### src/rtl/fifo_uart_tx.sv
`default_nettype none
// ============================================================================
// Module      : fifo_uart_tx
// Description : Pops bytes from an 8-bit FIFO and sends each one as a
//               start / 8 data (LSB first) / stop serial frame.
// Revision    : 1.0 - initial release
// ============================================================================
module fifo_uart_tx #(
    parameter int CLKS_PER_BIT = 4,
    parameter int DATA_W       = 8
) (
    input  logic              clk,
    input  logic              reset,
    input  logic              tx_enable,
    input  logic              fifo_empty,
    input  logic [DATA_W-1:0] fifo_dout,
    output logic              fifo_rd_en,
    output logic              tx,
    output logic              busy,
    output logic              frame_done
);

    localparam int BAUD_W = (CLKS_PER_BIT > 1) ? $clog2(CLKS_PER_BIT) : 1;
    localparam int BIT_W  = $clog2(DATA_W);

    localparam logic [BAUD_W-1:0] C_BAUD_LAST = BAUD_W'(CLKS_PER_BIT - 1);
    localparam logic [BAUD_W-1:0] C_BAUD_ONE  = BAUD_W'(1);
    localparam logic [BIT_W-1:0]  C_BIT_LAST  = BIT_W'(DATA_W - 1);
    localparam logic [BIT_W-1:0]  C_BIT_ONE   = BIT_W'(1);

    typedef enum logic [2:0] {
        S_IDLE  = 3'd0,
        S_POP   = 3'd1,
        S_LOAD  = 3'd2,
        S_START = 3'd3,
        S_DATA  = 3'd4,
        S_STOP  = 3'd5
    } state_t;

    state_t              state_q, state_d;
    logic [BAUD_W-1:0]   baud_q,  baud_d;
    logic [BIT_W-1:0]    bit_q,   bit_d;
    logic [DATA_W-1:0]   shift_q, shift_d;
    logic                tx_q,    tx_d;

    logic                w_baud_last;

    assign w_baud_last = (baud_q == C_BAUD_LAST);

    always_ff @(posedge clk) begin
        if (reset) begin
            state_q <= S_IDLE;
            baud_q  <= '0;
            bit_q   <= '0;
            shift_q <= '0;
            tx_q    <= 1'b1;
        end else begin
            state_q <= state_d;
            baud_q  <= baud_d;
            bit_q   <= bit_d;
            shift_q <= shift_d;
            tx_q    <= tx_d;
        end
    end

    always_comb begin
        state_d = state_q;
        baud_d  = baud_q;
        bit_d   = bit_q;
        shift_d = shift_q;
        tx_d    = tx_q;

        case (state_q)
            S_IDLE: begin
                tx_d = 1'b1;
                if (tx_enable && !fifo_empty) begin
                    state_d = S_POP;
                end
            end

            // The FIFO presents the popped byte one cycle after rd_en.
            S_POP: begin
                state_d = S_LOAD;
            end

            S_LOAD: begin
                shift_d = fifo_dout;
                tx_d    = 1'b0;
                baud_d  = '0;
                state_d = S_START;
            end

            S_START: begin
                if (w_baud_last) begin
                    tx_d    = shift_q[0];
                    bit_d   = '0;
                    baud_d  = '0;
                    state_d = S_DATA;
                end else begin
                    baud_d  = baud_q + C_BAUD_ONE;
                end
            end

            // tx is loaded one bit ahead so the line changes exactly on the boundary.
            S_DATA: begin
                if (w_baud_last) begin
                    baud_d  = '0;
                    shift_d = shift_q >> 1;
                    bit_d   = bit_q + C_BIT_ONE;
                    if (bit_q == C_BIT_LAST) begin
                        tx_d    = 1'b1;
                        state_d = S_STOP;
                    end else begin
                        tx_d    = shift_q[1];
                    end
                end else begin
                    baud_d  = baud_q + C_BAUD_ONE;
                end
            end

            S_STOP: begin
                tx_d = 1'b1;
                if (w_baud_last) begin
                    baud_d  = '0;
                    state_d = S_IDLE;
                end else begin
                    baud_d  = baud_q + C_BAUD_ONE;
                end
            end

            default: begin
                state_d = S_IDLE;
                baud_d  = '0;
                tx_d    = 1'b1;
            end
        endcase
    end

    assign fifo_rd_en = (state_q == S_POP);
    assign busy       = (state_q != S_IDLE);
    assign frame_done = (state_q == S_STOP) && w_baud_last;
    assign tx         = tx_q;

endmodule
`default_nettype wire

### config.mk
export PLATFORM = sky130hd
export DESIGN_NAME = fifo_uart_tx
export DESIGN_NICKNAME = d
export VERILOG_FILES = /design/src/rtl/fifo_uart_tx.sv
export SDC_FILE = /design/constraint.sdc
export NUM_CORES = 1
export LEC_CHECK = 0
export CAP_MARGIN = 20
export CORE_MARGIN = 5
export CORE_UTILIZATION = 29
export CTS_CLUSTER_SIZE = 24
export DETAILED_ROUTE_END_ITERATION = 7
export SLEW_MARGIN = 20
export SYNTH_ARGS = -nofsm -noshare
export SYNTH_HDL_FRONTEND = slang
export SYNTH_SLANG_ARGS = --single-unit
### constraint.sdc
create_clock -name clk -period 2.45 [get_ports clk]
set_clock_uncertainty 0.15 [all_clocks]
set_input_delay 0.6125 -clock clk [delete_from_list [all_inputs] [get_ports clk]]
set_output_delay 0.6125 -clock clk [all_outputs]
set_load 0.005 [all_outputs]
-- Yosys cells after proc, flatten, opt, wreduce, memory -nomap -nowiden
Index checks and enable logic that the tools add are counted.
- input bits: 12
- output and inout port bits: 4
- word-level logic and storage cells: 49
- bits in registers: 17
- muxes and demuxes: 16
- add/sub/neg operators: 2
- eq/ne operators: 12
- reductions and logical operators: 13
- bitwise logic cells: 1
- operator list (kind ; number):
    3-bit 2-to-1 mux ; 6
    3-bit case mux with 6 select lines ; 1
    8-bit case mux with 2 select lines ; 1
    2-bit inequality test (second input constant) ; 5
    3-bit equality test (second input constant) ; 3
    8-bit 2-to-1 mux ; 1
    3-bit by 2-bit equality test with 1-bit output (second input constant) ; 2
    3-bit case mux with 2 select lines ; 1
    3-bit AND reduction ; 2
    5-bit AND reduction ; 1
    1-bit case mux with 4 select lines ; 1
    2-bit case mux with 2 select lines ; 1
    2-bit nonzero test ; 2
    3-bit by 1-bit adder with 3-bit output (second input constant) ; 1
    3-bit by 1-bit equality test with 1-bit output (second input constant) ; 1
    3-bit logical NOT ; 1
    1-bit 2-to-1 mux ; 3
    3-bit nonzero test ; 1
    3-bit OR reduction ; 1
    2-bit by 1-bit adder with 2-bit output (second input constant) ; 1
    2-bit equality test (second input constant) ; 1
    1-bit logical AND ; 2
    2-bit 2-to-1 mux ; 1
    2-bit AND reduction ; 1
    3 further kinds ; 3

-- Depth between registers and ports, before layout
- depth in word-level cells: 4
- gate-level depth with buffers: 5
- depth with buffers taken out: 5

-- Worst setup path before layout
OpenSTA, ideal clock, no wires.
- path kind: register to output
- start point: register state_q[1]
- end point: output busy
- slack: 0.719 ns
- buffers on the path: 2
- stages on the path, launching flop included: 4
- data required time: 1.688 ns
- data arrival time: 0.968 ns
- cells stage by stage: dfxtp_1 -> buf_6 -> buf_2 -> or3_1
- longest elaborated chain between the ends: 1
- ends and longest elaborated chain (item ; RTL line ; RTL):
    start: declaration ; 40 ; state_t state_q, state_d;
    start signal: assignment ; 58 ; state_q <= state_d;
    3-bit nonzero test ; 140 ; assign busy = (state_q != S_IDLE);
    end: declaration ; 19 ; output logic busy,
Every way passes these cells.

-- Worst setup path after layout
- start point: register baud_q[0]
- end point: output frame_done
- longest elaborated chain between the ends: 2
- ends and longest elaborated chain (item ; RTL line ; RTL):
    start: declaration ; 41 ; logic [BAUD_W-1:0] baud_q, baud_d;
    start signal: assignment ; 59 ; baud_q <= baud_d;
    2-bit equality test ; 48 ; assign w_baud_last = (baud_q == C_BAUD_LAST);
    1-bit logical AND ; 141 ; assign frame_done = (state_q == S_STOP) && w_baud_last;
    end: declaration ; 20 ; output logic frame_done
Every way passes these cells.

==> qor.yml <==
run_status:
  run_status: "completed"
yosys:
  synthArstFlopShare_pct: 0
  yosysSeqAreaShare_pct: 33.0
  netlist_top_cells_count: "17 x dfxtp_1, 10 x nor2_1, 9 x inv_1, 7 x o32ai_1"
  synth_area_sq_um: 1030
  synth_top_area_share_pct: 33.0
  synth_largest_area_cell: "dfxtp_1"
  synth_cells: 108
  syn_avg_cell_area_sq_um: 9.56
  synthesis.nets: 124
  ys_types: 39
  ys.flop_type: "dfxtp_1"
  synth_seq_cells: 17
  synth-edff-count: 0
  synthTopCellsByArea: "dfxtp_1 33%, a221oi_2 7.3%, o32ai_1 5.9%"
  ys.warnings.count: 0
  yosysMostFrequentCell: "dfxtp_1"
worst_setup_path:
  cp_data_arrival_time_ps: 1590
  crit_type: "reg -> out"
  worstPathRequired_ps: 1690
  cp-end-kind: "primary output"
  rrSetupSlack_ps: 780
  critical_path.startpoint: "baud_q[0]$_SDFFE_PP0N_"
  rr_startpoint: "state_q[1]$_SDFFE_PP0P_"
  crit_fanout: 9
  start_kind: "flop"
layout:
  nNetsFinal: 141
  final_area_sq_um: 1250
  multi_input_area_sq_um: 586
  syn_to_final_growth_pct: 21.2
  drive_gt1_share_pct: 21.0
  fillerInstances: 340
  antenna_cells: 0
  register_area_sq_um: 343
clock_network:
  insertion_delay_ps: 290
  clkSinkCount: 17
  htree_levels: 1
  cts_max_path_buffers: 2
  cts_setup_buffers: 0
  root_buffer: "clkbuf_4"
  cts_tree: "yes"
  clk_pin_slew_ps: 100
  cts_buffers: 3
grt:
  grt_overflow: 0
  grt_util_all_layers_pct: 9.80
  grt_pass1_wl_mm: 3.94
  grt_pass1_vias: 866
  antenna_found_initial: 0
  grt_max_degree: 16
hold_path:
  min_from: "shift_q[3]$_SDFFE_PP0P_"
  hold_class: "reg -> reg"
timing:
  setup_violations: 0
  rsz0062_at_grt: "no"
  maxSlewHeadroom_pct: 77.4
  period_minus_slack_ps: 2350
  max_freq_mhz: 426
  fin_ws_ps: 100
  worst_pin_slew_ps: 338
  finalCritPeriodShare_pct: 95.9
  finalSetupTns_ps: 0
  slew_viol_final: 0
  hold_viol: 0
power_and_ir_drop:
  leakage_nw: 0.458
  power_frac_clock_pct: 26.8
  netSwitchingPower_mw: 0.159
  ir_worst_vdd_mv: 0.227
  pwr-share-seq_pct: 52.8
  powerDensity_nw_per_um2: 462
  pwr-share-comb_pct: 20.4
  p_sw_share_pct: 27.5
  intPower_mw: 0.419
floorplan:
  die_w_um: 69.7
  coreArea_sq_um: 3390
  initial_core_util_pct: 30.5
  ios: 16
  dieArea_sq_um: 4850
  die_h_um: 69.7
  num_rows: 21
placement:
  routabilityCongestion: 0.839
  place_ws_ps: 351
  port_buffers: 15
  placed_area_sq_um: 1220
  dp_hpwl_mm: 1.66
route:
  dr.pass1.iters: 4
  wl_per_cell_um: 13.2
  ant_nets: 0
  wirelength_mm: 2.24
  via_per_inst: 5.02
  drtIter0Drc: 37
  drc: 0
  via_count: 854
flow_run:
  cap_violations: 0
[cell type report]
cell class              count  area share, %
clock buffers               4           2.10
inverters                  10           4.10
multi-input cells          73           46.8
flip-flops and latches     17           27.4
well taps                  46           4.60
repair buffers             20           15.0
[worst max-delay path, cell delays in order (launching register included)]
cell             delay, ps
dfxtp_2                370
ha_1                   180
nand2_2                140
nor2_2                 110
clkdlybuf4s50_1        500
[power groups by stage]
stage | registers, mW | logic [mW] | clock network, mW
2_1_floorplan | 0.306 | 0.0771 | 0
3_3_place_gp | 0.311 | 0.117 | 0
3_5_place_dp | 0.311 | 0.117 | 0
4_1_cts | 0.305 | 0.118 | 0.164
5_1_grt | 0.307 | 0.130 | 0.174
6_report | 0.305 | 0.118 | 0.155
[metal layers]
metal | share of wire, % | vias up | track usage, %
li1 | - | 435 | -
met1 | 52 | 401 | 12.8
met2 | 42 | 16 | 14.5
met3 | 5.0 | 2 | 4.35
met4 | 0.40 | 0 | 2.77
met5 | 0 | - | 0
[cells in the final DEF (no fill, tap or decap), types with 2 or more instances in the layout]
master and count:
a22o_1 2, nor2_1 9, and4bb_1 2, clkbuf_4 3, a221oi_1 2, and2b_2 2, a31oi_1 2, o21ai_0 3
a22oi_1 3, clkdlybuf4s50_1 15, inv_1 9, nand2_1 5, buf_4 5, nor3b_1 3, a221oi_2 5, and3b_1 2
a21oi_1 2, dfxtp_1 15, dfxtp_2 2, ha_1 4, o32ai_1 7, nand2b_1 2
[path summary, 6_finish.rpt]
check,endpoint,cells after the start
worst max-delay path,frame_done,4
worst min-delay path,shift_q[3]$_SDFFE_PP0P_,2
worst max register to register,tx$_SDFFE_PP1P_,4
worst min register to register,shift_q[3]$_SDFFE_PP0P_,2
[logic make-up after synthesis]
family / synth area share [%]
AND/OR/NAND/NOR: 20.6
AO/OA/AOI/OAI: 28.8
buffers and inverters: 10.5
flip-flops: 33.0
adder cells (fa/ha/maj): 4.85
multiplexers: 2.18
[repair_timing]
item | in CTS | in global routing
setup endpoints to repair | 0 | 1
resized for setup | 0 | 3
hold buffers | 0 | 0
[through the flow]
stage               power, mW  hold slack [ps]  utilization, %  instances
CTS                     0.588              328            36.8        170
detailed placement      0.429              312            36.0        166
floorplan               0.384              287               -        108
finish                  0.578              326            36.9        170
global route            0.610              350            36.9        170
global placement        0.427              307            36.0        166
[sequential cells by signal, summed over array words and instances (netlist names)]
| signal | count |
|---|---|
| state_q | 3 |
| baud_q | 2 |
| tx | 1 |
| bit_q | 3 |
| shift_q | 8 |
(Power assumes the default switching activity.)
